==> src/rtl/vehicle_sensor_conditioner_pkg.sv <==
// Shared definitions for the loop-detector conditioner: channel state encoding,
// default timing constants and the demand decode used by both channels.
package vehicle_sensor_conditioner_pkg;

  typedef enum logic [2:0] {
    ST_IDLE    = 3'd0,
    ST_QUAL    = 3'd1,
    ST_PRESENT = 3'd2,
    ST_EXTEND  = 3'd3,
    ST_FAULT   = 3'd4
  } chan_state_e;

  localparam int DEF_DEB_CYCLES   = 4;
  localparam int DEF_EXT_CYCLES   = 8;
  localparam int DEF_STUCK_CYCLES = 1024;
  localparam int DEF_CNT_W        = 11;

  // FAULT keeps demand asserted so a stuck approach is still served.
  function automatic logic state_demands(input chan_state_e st);
    return (st == ST_PRESENT) || (st == ST_EXTEND) || (st == ST_FAULT);
  endfunction

endpackage

==> src/rtl/vehicle_sensor_conditioner_if.sv <==
// One conditioning channel: raw detector and clear in, demand/fault/debug state out.
interface vehicle_sensor_conditioner_if;
  import vehicle_sensor_conditioner_pkg::*;

  logic        det_raw;
  logic        fault_clr;
  logic        demand;
  logic        fault;
  chan_state_e state;

  modport master (output det_raw, fault_clr, input demand, fault, state);
  modport slave  (input det_raw, fault_clr, output demand, fault, state);

endinterface

==> src/rtl/vehicle_sensor_conditioner_channel.sv <==
// Single approach: 2-FF synchronizer, debounce / gap-extension / stuck-on FSM and
// sticky fault flag. Outputs decode registered state only.
module vehicle_sensor_conditioner_channel
  import vehicle_sensor_conditioner_pkg::*;
#(
  parameter int DEB_CYCLES   = DEF_DEB_CYCLES,
  parameter int EXT_CYCLES   = DEF_EXT_CYCLES,
  parameter int STUCK_CYCLES = DEF_STUCK_CYCLES,
  parameter int CNT_W        = DEF_CNT_W
) (
  input logic                         clk,
  input logic                         reset_n,
  vehicle_sensor_conditioner_if.slave ch
);

  localparam logic [CNT_W-1:0] L_ZERO       = '0;
  localparam logic [CNT_W-1:0] L_ONE        = CNT_W'(1);
  localparam logic [CNT_W-1:0] L_DEB_LAST   = CNT_W'(DEB_CYCLES - 1);
  localparam logic [CNT_W-1:0] L_EXT_LAST   = CNT_W'(EXT_CYCLES);
  localparam logic [CNT_W-1:0] L_STUCK_LAST = CNT_W'(STUCK_CYCLES - 1);

  logic             r_sync1;
  logic             r_sync2;
  chan_state_e      r_state;
  chan_state_e      w_state_nx;
  logic [CNT_W-1:0] r_cnt;
  logic [CNT_W-1:0] w_cnt_nx;
  logic [CNT_W-1:0] r_stuck_cnt;
  logic [CNT_W-1:0] w_stuck_nx;
  logic             r_fault;
  logic             w_fault_nx;
  logic             w_s;

  assign w_s = r_sync2;

  always_ff @(posedge clk or negedge reset_n) begin
    if (!reset_n) begin
      r_sync1     <= 1'b0;
      r_sync2     <= 1'b0;
      r_state     <= ST_IDLE;
      r_cnt       <= L_ZERO;
      r_stuck_cnt <= L_ZERO;
      r_fault     <= 1'b0;
    end else begin
      r_sync1     <= ch.det_raw;
      r_sync2     <= r_sync1;
      r_state     <= w_state_nx;
      r_cnt       <= w_cnt_nx;
      r_stuck_cnt <= w_stuck_nx;
      r_fault     <= w_fault_nx;
    end
  end

  // Every limit compare forces a transition, so neither counter can wrap.
  always_comb begin
    w_state_nx = r_state;
    w_cnt_nx   = r_cnt;
    w_stuck_nx = r_stuck_cnt;
    w_fault_nx = ch.fault_clr ? 1'b0 : r_fault;
    case (r_state)
      ST_IDLE: begin
        if (w_s) begin
          w_state_nx = ST_QUAL;
          w_cnt_nx   = L_ONE;
        end
      end
      ST_QUAL: begin
        if (!w_s) begin
          w_state_nx = ST_IDLE;
          w_cnt_nx   = L_ZERO;
        end else if (r_cnt == L_DEB_LAST) begin
          w_state_nx = ST_PRESENT;
          w_stuck_nx = L_ZERO;
        end else begin
          w_cnt_nx = r_cnt + L_ONE;
        end
      end
      ST_PRESENT: begin
        if (!w_s) begin
          w_state_nx = ST_EXTEND;
          w_cnt_nx   = L_ONE;
        end else if (r_stuck_cnt == L_STUCK_LAST) begin
          // Fault entry overrides a simultaneous clear.
          w_state_nx = ST_FAULT;
          w_fault_nx = 1'b1;
          w_cnt_nx   = L_ZERO;
        end else begin
          w_stuck_nx = r_stuck_cnt + L_ONE;
        end
      end
      ST_EXTEND: begin
        if (w_s) begin
          w_state_nx = ST_PRESENT;
          w_stuck_nx = L_ZERO;
        end else if (r_cnt == L_EXT_LAST) begin
          w_state_nx = ST_IDLE;
        end else begin
          w_cnt_nx = r_cnt + L_ONE;
        end
      end
      ST_FAULT: begin
        if (ch.fault_clr) begin
          w_state_nx = ST_IDLE;
          w_cnt_nx   = L_ZERO;
        end else if (w_s) begin
          w_cnt_nx = L_ZERO;
        end else if (r_cnt == L_DEB_LAST) begin
          w_state_nx = ST_IDLE;
        end else begin
          w_cnt_nx = r_cnt + L_ONE;
        end
      end
      default: begin
        w_state_nx = ST_IDLE;
        w_cnt_nx   = L_ZERO;
      end
    endcase
  end

  assign ch.demand = state_demands(r_state);
  assign ch.fault  = r_fault;
  assign ch.state  = r_state;

endmodule

==> src/rtl/vehicle_sensor_conditioner.sv <==
// Conditions both approach loop detectors into demand levels Sa/Sb with stuck-on
// fault flags. Wiring only; each approach is an independent channel instance.
module vehicle_sensor_conditioner
  import vehicle_sensor_conditioner_pkg::*;
#(
  parameter int DEB_CYCLES   = DEF_DEB_CYCLES,
  parameter int EXT_CYCLES   = DEF_EXT_CYCLES,
  parameter int STUCK_CYCLES = DEF_STUCK_CYCLES,
  parameter int CNT_W        = DEF_CNT_W
) (
  input  logic        clk,
  input  logic        reset_n,
  input  logic        det_a_raw,
  input  logic        det_b_raw,
  input  logic        fault_clr,
  output logic        Sa,
  output logic        Sb,
  output logic        fault_a,
  output logic        fault_b,
  output chan_state_e o_dbg_state_a,
  output chan_state_e o_dbg_state_b
);

  vehicle_sensor_conditioner_if w_chan_a ();
  vehicle_sensor_conditioner_if w_chan_b ();

  assign w_chan_a.det_raw   = det_a_raw;
  assign w_chan_a.fault_clr = fault_clr;
  assign w_chan_b.det_raw   = det_b_raw;
  assign w_chan_b.fault_clr = fault_clr;

  vehicle_sensor_conditioner_channel #(
    .DEB_CYCLES(DEB_CYCLES), .EXT_CYCLES(EXT_CYCLES),
    .STUCK_CYCLES(STUCK_CYCLES), .CNT_W(CNT_W)
  ) u_chan_a (
    .clk(clk), .reset_n(reset_n), .ch(w_chan_a.slave)
  );

  vehicle_sensor_conditioner_channel #(
    .DEB_CYCLES(DEB_CYCLES), .EXT_CYCLES(EXT_CYCLES),
    .STUCK_CYCLES(STUCK_CYCLES), .CNT_W(CNT_W)
  ) u_chan_b (
    .clk(clk), .reset_n(reset_n), .ch(w_chan_b.slave)
  );

  assign Sa            = w_chan_a.demand;
  assign Sb            = w_chan_b.demand;
  assign fault_a       = w_chan_a.fault;
  assign fault_b       = w_chan_b.fault;
  assign o_dbg_state_a = w_chan_a.state;
  assign o_dbg_state_b = w_chan_b.state;

endmodule

==> config.mk <==
export PLATFORM = sky130hd
export DESIGN_NAME = vehicle_sensor_conditioner
export DESIGN_NICKNAME = d
export VERILOG_FILES = /design/src/rtl/vehicle_sensor_conditioner_pkg.sv /design/src/rtl/vehicle_sensor_conditioner_if.sv /design/src/rtl/vehicle_sensor_conditioner_channel.sv /design/src/rtl/vehicle_sensor_conditioner.sv
export SDC_FILE = /design/constraint.sdc
export NUM_CORES = 1
export LEC_CHECK = 0
export BUFFER_PORTS_ARGS = -buffer_cell sky130_fd_sc_hd__buf_2
export CAP_MARGIN = 20
export CORE_UTILIZATION = 48
export CTS_BUF_LIST = sky130_fd_sc_hd__clkbuf_16
export CTS_CLUSTER_SIZE = 20
export DETAILED_ROUTE_END_ITERATION = 10
export PLACE_DENSITY = 0.61
export SYNTH_ARGS = -nofsm -noshare
export SYNTH_HDL_FRONTEND = slang
export SYNTH_SLANG_ARGS = --single-unit
==> constraint.sdc <==
create_clock -name clk -period 2.6 [get_ports clk]
set_input_delay 0.52 -clock clk [delete_from_list [all_inputs] [get_ports clk]]
set_output_delay 0.52 -clock clk [all_outputs]
set_load 0.005 [all_outputs]
==> flow_summary.json, run 1 <==
{
  "final.setup.worst_slack_ns": 0.4301,
  "synth.area.top_cells": "dfrtp_1, nor2_1, o21ai_0",
  "cts_buffer_depth": 2,
  "hold_buffers": 0,
  "ant_nets": 0,
  "cp.arrival_ns": 2.35,
  "start_util_pct": 50.90,
  "p_per_area_nw_per_um2": 790.5,
  "maxCapViolations": 0,
  "fin_crit_ns": 2.170,
  "final_nets": 387,
  "drt-pass1-iter-count": 4,
  "fin_cells": 454,
  "tns_ns": 0,
  "fmax_mhz": 460.9,
  "cts.repair.resized": 0,
  "synthCells": 363,
  "synth_top_area_cell": "dfrtp_1",
  "core_sq_um": 6495,
  "required_ns": 2.78,
  "path_max_fanout": 13,
  "final_hold_viol_count": 0,
  "layout-drive-gt1-share_pct": 14.06,
  "synth_warnings": 0,
  "chipHeight_microns": 84.99,
  "max-slew-margin-rel_pct": 49.80,
  "worstMarginPinSlew_ns": 0.7529,
  "htreeDepth": 2,
  "ioPinCount": 15,
  "slew_viol_final": 0,
  "viasPerCell": 5.833,
  "path_clk_slew_ns": 0.07,
  "netlist_area_sq_um": 3306,
  "tritoncts": "done",
  "num_antenna_cells": 0,
  "die_w_microns": 84.99,
  "setup_viol": 0,
  "grt_overflow_total": 0,
  "finalClockSkew_ns": 0.006158,
  "rsz0062_at_grt": "no",
  "synth_top_cells_by_count": "dfrtp_1, nor2_1, nand2_1",
  "dieArea_sq_um": 7222,
  "synth-edff-count": 0,
  "crit_type": "reg -> reg",
  "syn_avg_cell_area_sq_um": 9.107,
  "post_cts_buffers": 0,
  "netlist.area_leader.share_pct": 42.39,
  "syn-num-nets": 374,
  "grt_pass1_vias": 2558,
  "yosysUniqueCellTypes": 67,
  "routed_wl_microns": 6480,
  "pre_cts_ws_ns": 0.3328,
  "cts_root_buf": "clkbuf_16",
  "numPortBuffers": 14,
  "fin_crit_sh_pct": 83.46,
  "dpl.cell_count": 446,
  "worstHoldPathType": "in -> reg",
  "routabilityCongestion": 0.7806,
  "cts-buffers-inserted": 5,
  "drtIter0Drc": 131,
  "grt_pass1_wl_microns": 11510,
  "grt_usage_pct": 19.35,
  "wl_per_cell_microns": 14.27,
  "synthArstFlopShare_pct": 100.0,
  "clkLatencyLatePin_ns": 0.29,
  "n_fill_cell": 588,
  "yosysMostFrequentCell": "dfrtp_1",
  "antenna_found_initial": 0,
  "total_power_mw": 2.844,
  "cts.sinks": 56,
  "p_leak_nw": 1.602,
  "area_delta_synth_final_pct": 8.819,
  "status": "complete, no violations",
  "vias": 2648,
  "drc": 0,
  "dp_hpwl_microns": 4423,
  "ys_ff_latch": 56,
  "yosysSeqAreaShare_pct": 42.39,
  "synth_ff_type": "dfrtp_1",
  "startpoint_type": "register",
  "critPathCaptureType": "register",
  "grt_max_degree": 57,
  "ir_worst_vdd_v": 0.0003890,
  "rows": 29
}
[kinds of logic (layout without fill, tap and decap cells)]
family,count (synthesis),after routing,share of synthesized area (%)
compound gates,81,81,17.15
mux,2,2,0.6813
simple gates,168,168,28.61
flops,56,56,42.39
fa+ha+maj,6,6,2.271
xor+xnor,16,16,4.239
buf+inv,34,48,4.655
[layer usage]
| layer | track usage [%] | vias up | wire length, microns |
|---|---|---|---|
| met4 | 5.701 | 0 | 44 |
| met3 | 3.210 | 4 | 205 |
| li1 | - | 1336 | - |
| met5 | 0 | - | 0 |
| met1 | 26.36 | 1256 | 3246 |
| met2 | 31.82 | 52 | 2983 |
[state kept, by name, summed over array words and instances (netlist names)]
register	count
u_chan_b.r_sync1	1
u_chan_a.r_sync1	1
u_chan_b.ch.fault	1
u_chan_a.ch.fault	1
u_chan_a.r_sync2	1
u_chan_a.r_stuck_cnt	11
u_chan_a.r_cnt	11
u_chan_b.r_stuck_cnt	11
u_chan_a.ch.state	3
u_chan_b.ch.state	3
u_chan_b.r_sync2	1
u_chan_b.r_cnt	11
[layout by cell type (no fill, tap or decap), types with 7 or more instances in the layout]
master and n:
nand3_1 20, xnor2_1 12, nand2_1 29, o31ai_1 7
inv_1 17, buf_2 14, dfrtp_1 56, a21oi_1 12
o21ai_0 24, nor3_1 10, buf_4 9, nand2b_1 12
nor2_1 40
[final timing paths]
check	from	end	slack, ns	cells past startpoint
setup / recovery	u_chan_b.ch.state[0]	u_chan_b.r_cnt[9]	0.43	5
hold / removal	det_a_raw	u_chan_a.r_sync1	0.34	1
setup reg to reg	u_chan_b.ch.state[0]	u_chan_b.r_cnt[9]	0.43	5
hold reg to reg	u_chan_b.r_sync1	u_chan_b.r_sync2	0.35	0
max in group asynchronous	reset_n	u_chan_b.r_sync1	1.77	2
min in group asynchronous	reset_n	u_chan_b.r_stuck_cnt[6]	0.35	2
[critical path, stage by stage (launching register included)]
cell     delay (ns)
dfrtp_1        0.51
nor2b_1        0.24
a22oi_1        0.65
a21oi_1        0.22
a21o_1         0.23
a22o_1         0.21
[through the flow]
| stage | hold WS [ns] | utilization, % | area, sq um |
|---|---|---|---|
| detailed placement | 0.3365 | 53.11 | 3450 |
| finish | 0.3395 | 55.38 | 3597 |
| global route | 0.3275 | 55.38 | 3597 |
| floorplan | 0.2244 | - | 3306 |
| global placement | 0.3348 | 53.11 | 3450 |
| CTS | 0.3285 | 55.38 | 3597 |
[area by class of cell]
| type | count | area (sq um) | area share (%) |
|---|---|---|---|
| clock buffers | 5 | 125.1 | 3.478 |
| clock inverters | 3 | 22.52 | 0.6261 |
| inverters | 17 | 63.81 | 1.774 |
| multi-input cells | 273 | 1750 | 48.66 |
| flip-flops and latches | 56 | 1401 | 38.96 |
| well taps | 77 | 96.34 | 2.678 |
| repair buffers | 23 | 137.6 | 3.826 |
[where the power goes]
| group | leakage (nW) | total [mW] | internal, mW | switching (mW) |
|---|---|---|---|---|
| clock network | 0.0742 | 0.673 | 0.361 | 0.312 |
| logic | 0.771 | 1.04 | 0.446 | 0.590 |
| registers | 0.757 | 1.13 | 0.973 | 0.161 |
(Power assumes the default switching activity.)
==> inputs of run 2 (changes only) <==
--- a/config.mk
+++ b/config.mk
@@ -5,13 +5,14 @@
 export SDC_FILE = /design/constraint.sdc
 export NUM_CORES = 1
 export LEC_CHECK = 0
+export ABC_AREA = 1
 export BUFFER_PORTS_ARGS = -buffer_cell sky130_fd_sc_hd__buf_2
 export CAP_MARGIN = 20
 export CORE_UTILIZATION = 48
 export CTS_BUF_LIST = sky130_fd_sc_hd__clkbuf_16
 export CTS_CLUSTER_SIZE = 20
 export DETAILED_ROUTE_END_ITERATION = 10
-export PLACE_DENSITY = 0.61
+export PLACE_DENSITY = 0.63
 export SYNTH_ARGS = -nofsm -noshare
 export SYNTH_HDL_FRONTEND = slang
 export SYNTH_SLANG_ARGS = --single-unit
==> constraint.sdc (replaced) <==
create_clock -name clk -period 1.82 [get_ports clk]
set_input_delay 0.364 -clock clk [delete_from_list [all_inputs] [get_ports clk]]
set_output_delay 0.364 -clock clk [all_outputs]
set_load 0.005 [all_outputs]
==> run 2 against run 1 <==
  * Sequential power increased by 40%
  * Flip-flop and latch count unchanged
  * First-iteration DRC count decreased by 14%
  * Clock skew about the same
  * Cell area increased by 19%
  * Clock-buffer cell count unchanged
  * Via count increased by 28%
==> flow_summary.json, run 2 <==
{
  "final_hold_viol_count": 0,
  "final_cell_area_sq_um": 4279,
  "core_sq_um": 7331,
  "htreeDepth": 2,
  "syn-num-nets": 532,
  "drtIter0Drc": 113,
  "globalRoute.busiestLayer": "met2",
  "grt_usage_pct": 22.42,
  "start_util_pct": 50.23,
  "p_leak_nw": 2.060,
  "worstHoldPathType": "in -> async",
  "pre_cts_ws_ns": 0.03577,
  "startpoint_type": "register",
  "synth_top_cells_by_count": "nand2_1, inv_1, dfrtp_1",
  "crit_type": "reg -> out",
  "grt_pass1_wl_microns": 14030,
  "finalClockSkew_ns": 0.006143,
  "area_delta_synth_final_pct": 16.21,
  "syn_avg_cell_area_sq_um": 7.068,
  "final_cell_mix": "nand2_1, inv_1, dfrtp_1",
  "hold_ws_ns": 0.05410,
  "max-slew-margin-rel_pct": 55.88,
  "ys_ff_latch": 56,
  "cts-buffers-inserted": 5,
  "drt-pass1-iter-count": 5,
  "wl_per_cell_microns": 12.41,
  "worstMarginPinSlew_ns": 0.6568,
  "viasPerCell": 5.114,
  "met2_usage_pct": 36.98,
  "synth_ff_type": "dfrtp_1",
  "cts.sinks": 56,
  "synth.area.top_cells": "dfrtp_1, nand2_1, nand3_1",
  "dieArea_sq_um": 8025,
  "synthCells": 521,
  "routed_wl_microns": 8237,
  "cts_buffer_depth": 2,
  "tritoncts": "done",
  "maxCapViolations": 0,
  "setup_viol": 0,
  "clkLatencyLatePin_ns": 0.29,
  "ir_worst_vdd_v": 0.0005554,
  "ioPinCount": 15,
  "grt_max_degree": 21,
  "status": "complete, no violations",
  "antenna_found_initial": 0,
  "yosysUniqueCellTypes": 37,
  "final_nets": 575,
  "synth-edff-count": 0,
  "critPathCaptureType": "primary output",
  "layout-drive-gt1-share_pct": 16.81,
  "yosysSeqAreaShare_pct": 38.06,
  "drc": 0,
  "final.setup.worst_slack_ns": 0.1161,
  "vias": 3396,
  "synth_top_area_cell": "dfrtp_1",
  "netlist_area_sq_um": 3682,
  "cp.arrival_ns": 1.34,
  "fmax_mhz": 586.9,
  "slew_viol_final": 0,
  "rows": 31,
  "use_met1_pct": 30.99,
  "die_w_microns": 89.59,
  "path_max_fanout": 6,
  "yosysMostFrequentCell": "nand2_1",
  "chipHeight_microns": 89.59,
  "final_common_cell": "nand2_1",
  "synth_warnings": 0,
  "num_antenna_cells": 0,
  "cts_root_buf": "clkbuf_16",
  "numPortBuffers": 14,
  "routabilityCongestion": 0.9406,
  "p_per_area_nw_per_um2": 1049,
  "fin_crit_ns": 1.704,
  "ant_nets": 0,
  "netlist.area_leader.share_pct": 38.06,
  "required_ns": 1.46,
  "grt_pass1_vias": 3175,
  "path_clk_slew_ns": 0.07,
  "dp_hpwl_microns": 6087,
  "synthArstFlopShare_pct": 100.0,
  "use_met3_pct": 3.291,
  "fin_crit_sh_pct": 93.62,
  "postPlaceCellArea_sq_um": 3995,
  "grt_overflow_total": 0,
  "hold_buffers": 0
}
==> run 2: per-stage QoR <==
stage          instances  power, mW  setup TNS (ns)  utilization [%]
4_1_cts              656      4.343               0            56.41
2_1_floorplan        521      2.888               0                -
6_report             664      4.491               0            58.37
3_3_place_gp         648      3.381               0            54.50
5_1_grt              664      4.879         -0.1094            58.37
3_5_place_dp         648      3.395               0            54.50
==> run 2: repair_timing <==
action                     in CTS  in global routing
gates resized for setup         0                 21
setup endpoints to repair       0                 39
setup buffers                   0                  7
==> run 2: critical path, stage by stage (launching register included) <==
cell	delay (ns)
dfrtp_1	0.47
nor2_1	0.18
buf_4	0.16
nand2_1	0.08
nand2_1	0.06
buf_2	0.10
==> run 2: logic make-up after synthesis <==
family	Yosys count	synth area share [%]
buf+inv	67	7.509
compound gates	63	10.36
xor+xnor	11	2.617
flops	56	38.06
simple gates	318	39.42
fa+ha+maj	6	2.039
==> run 2: worst paths after layout <==
check                                     startpoint  slack, ns  depth (start not counted)                    to
worst max-delay path            u_chan_a.ch.state[0]       0.12                          5                    Sa
worst min-delay path                         reset_n       0.05                          1     u_chan_b.r_cnt[2]
worst max register to register     u_chan_a.r_cnt[1]       0.12                          7  u_chan_a.ch.state[1]
worst min register to register      u_chan_b.r_sync1       0.36                          0      u_chan_b.r_sync2
max in group asynchronous                    reset_n       1.27                          2     u_chan_a.r_cnt[9]
min in group clk                           det_a_raw       0.17                          1      u_chan_a.r_sync1
==> run 2: metal layers <==
metal | vias to the layer above | share of wire (%)
li1 | 1775 | -
met1 | 1553 | 48
met2 | 59 | 47
met3 | 9 | 3.7
met4 | 0 | 1.0
met5 | - | 0
==> run 2: final cells by class <==
| class | instances | area [sq um] |
|---|---|---|
| tap | 99 | 123.9 |
| multi-input combinational | 399 | 2091 |
| fill | 702 | 3052 |
| sequential | 56 | 1404 |
| clock inverter | 3 | 15.01 |
| timing repair buffer | 38 | 275.3 |
| inverter | 64 | 245.2 |
| clock buffer | 5 | 125.1 |
==> run 2: report_power, final <==
part	internal, mW	switching [mW]
clock	0.502	0.434
combinational	0.733	1.24
sequential	1.39	0.185
total	2.63	1.86
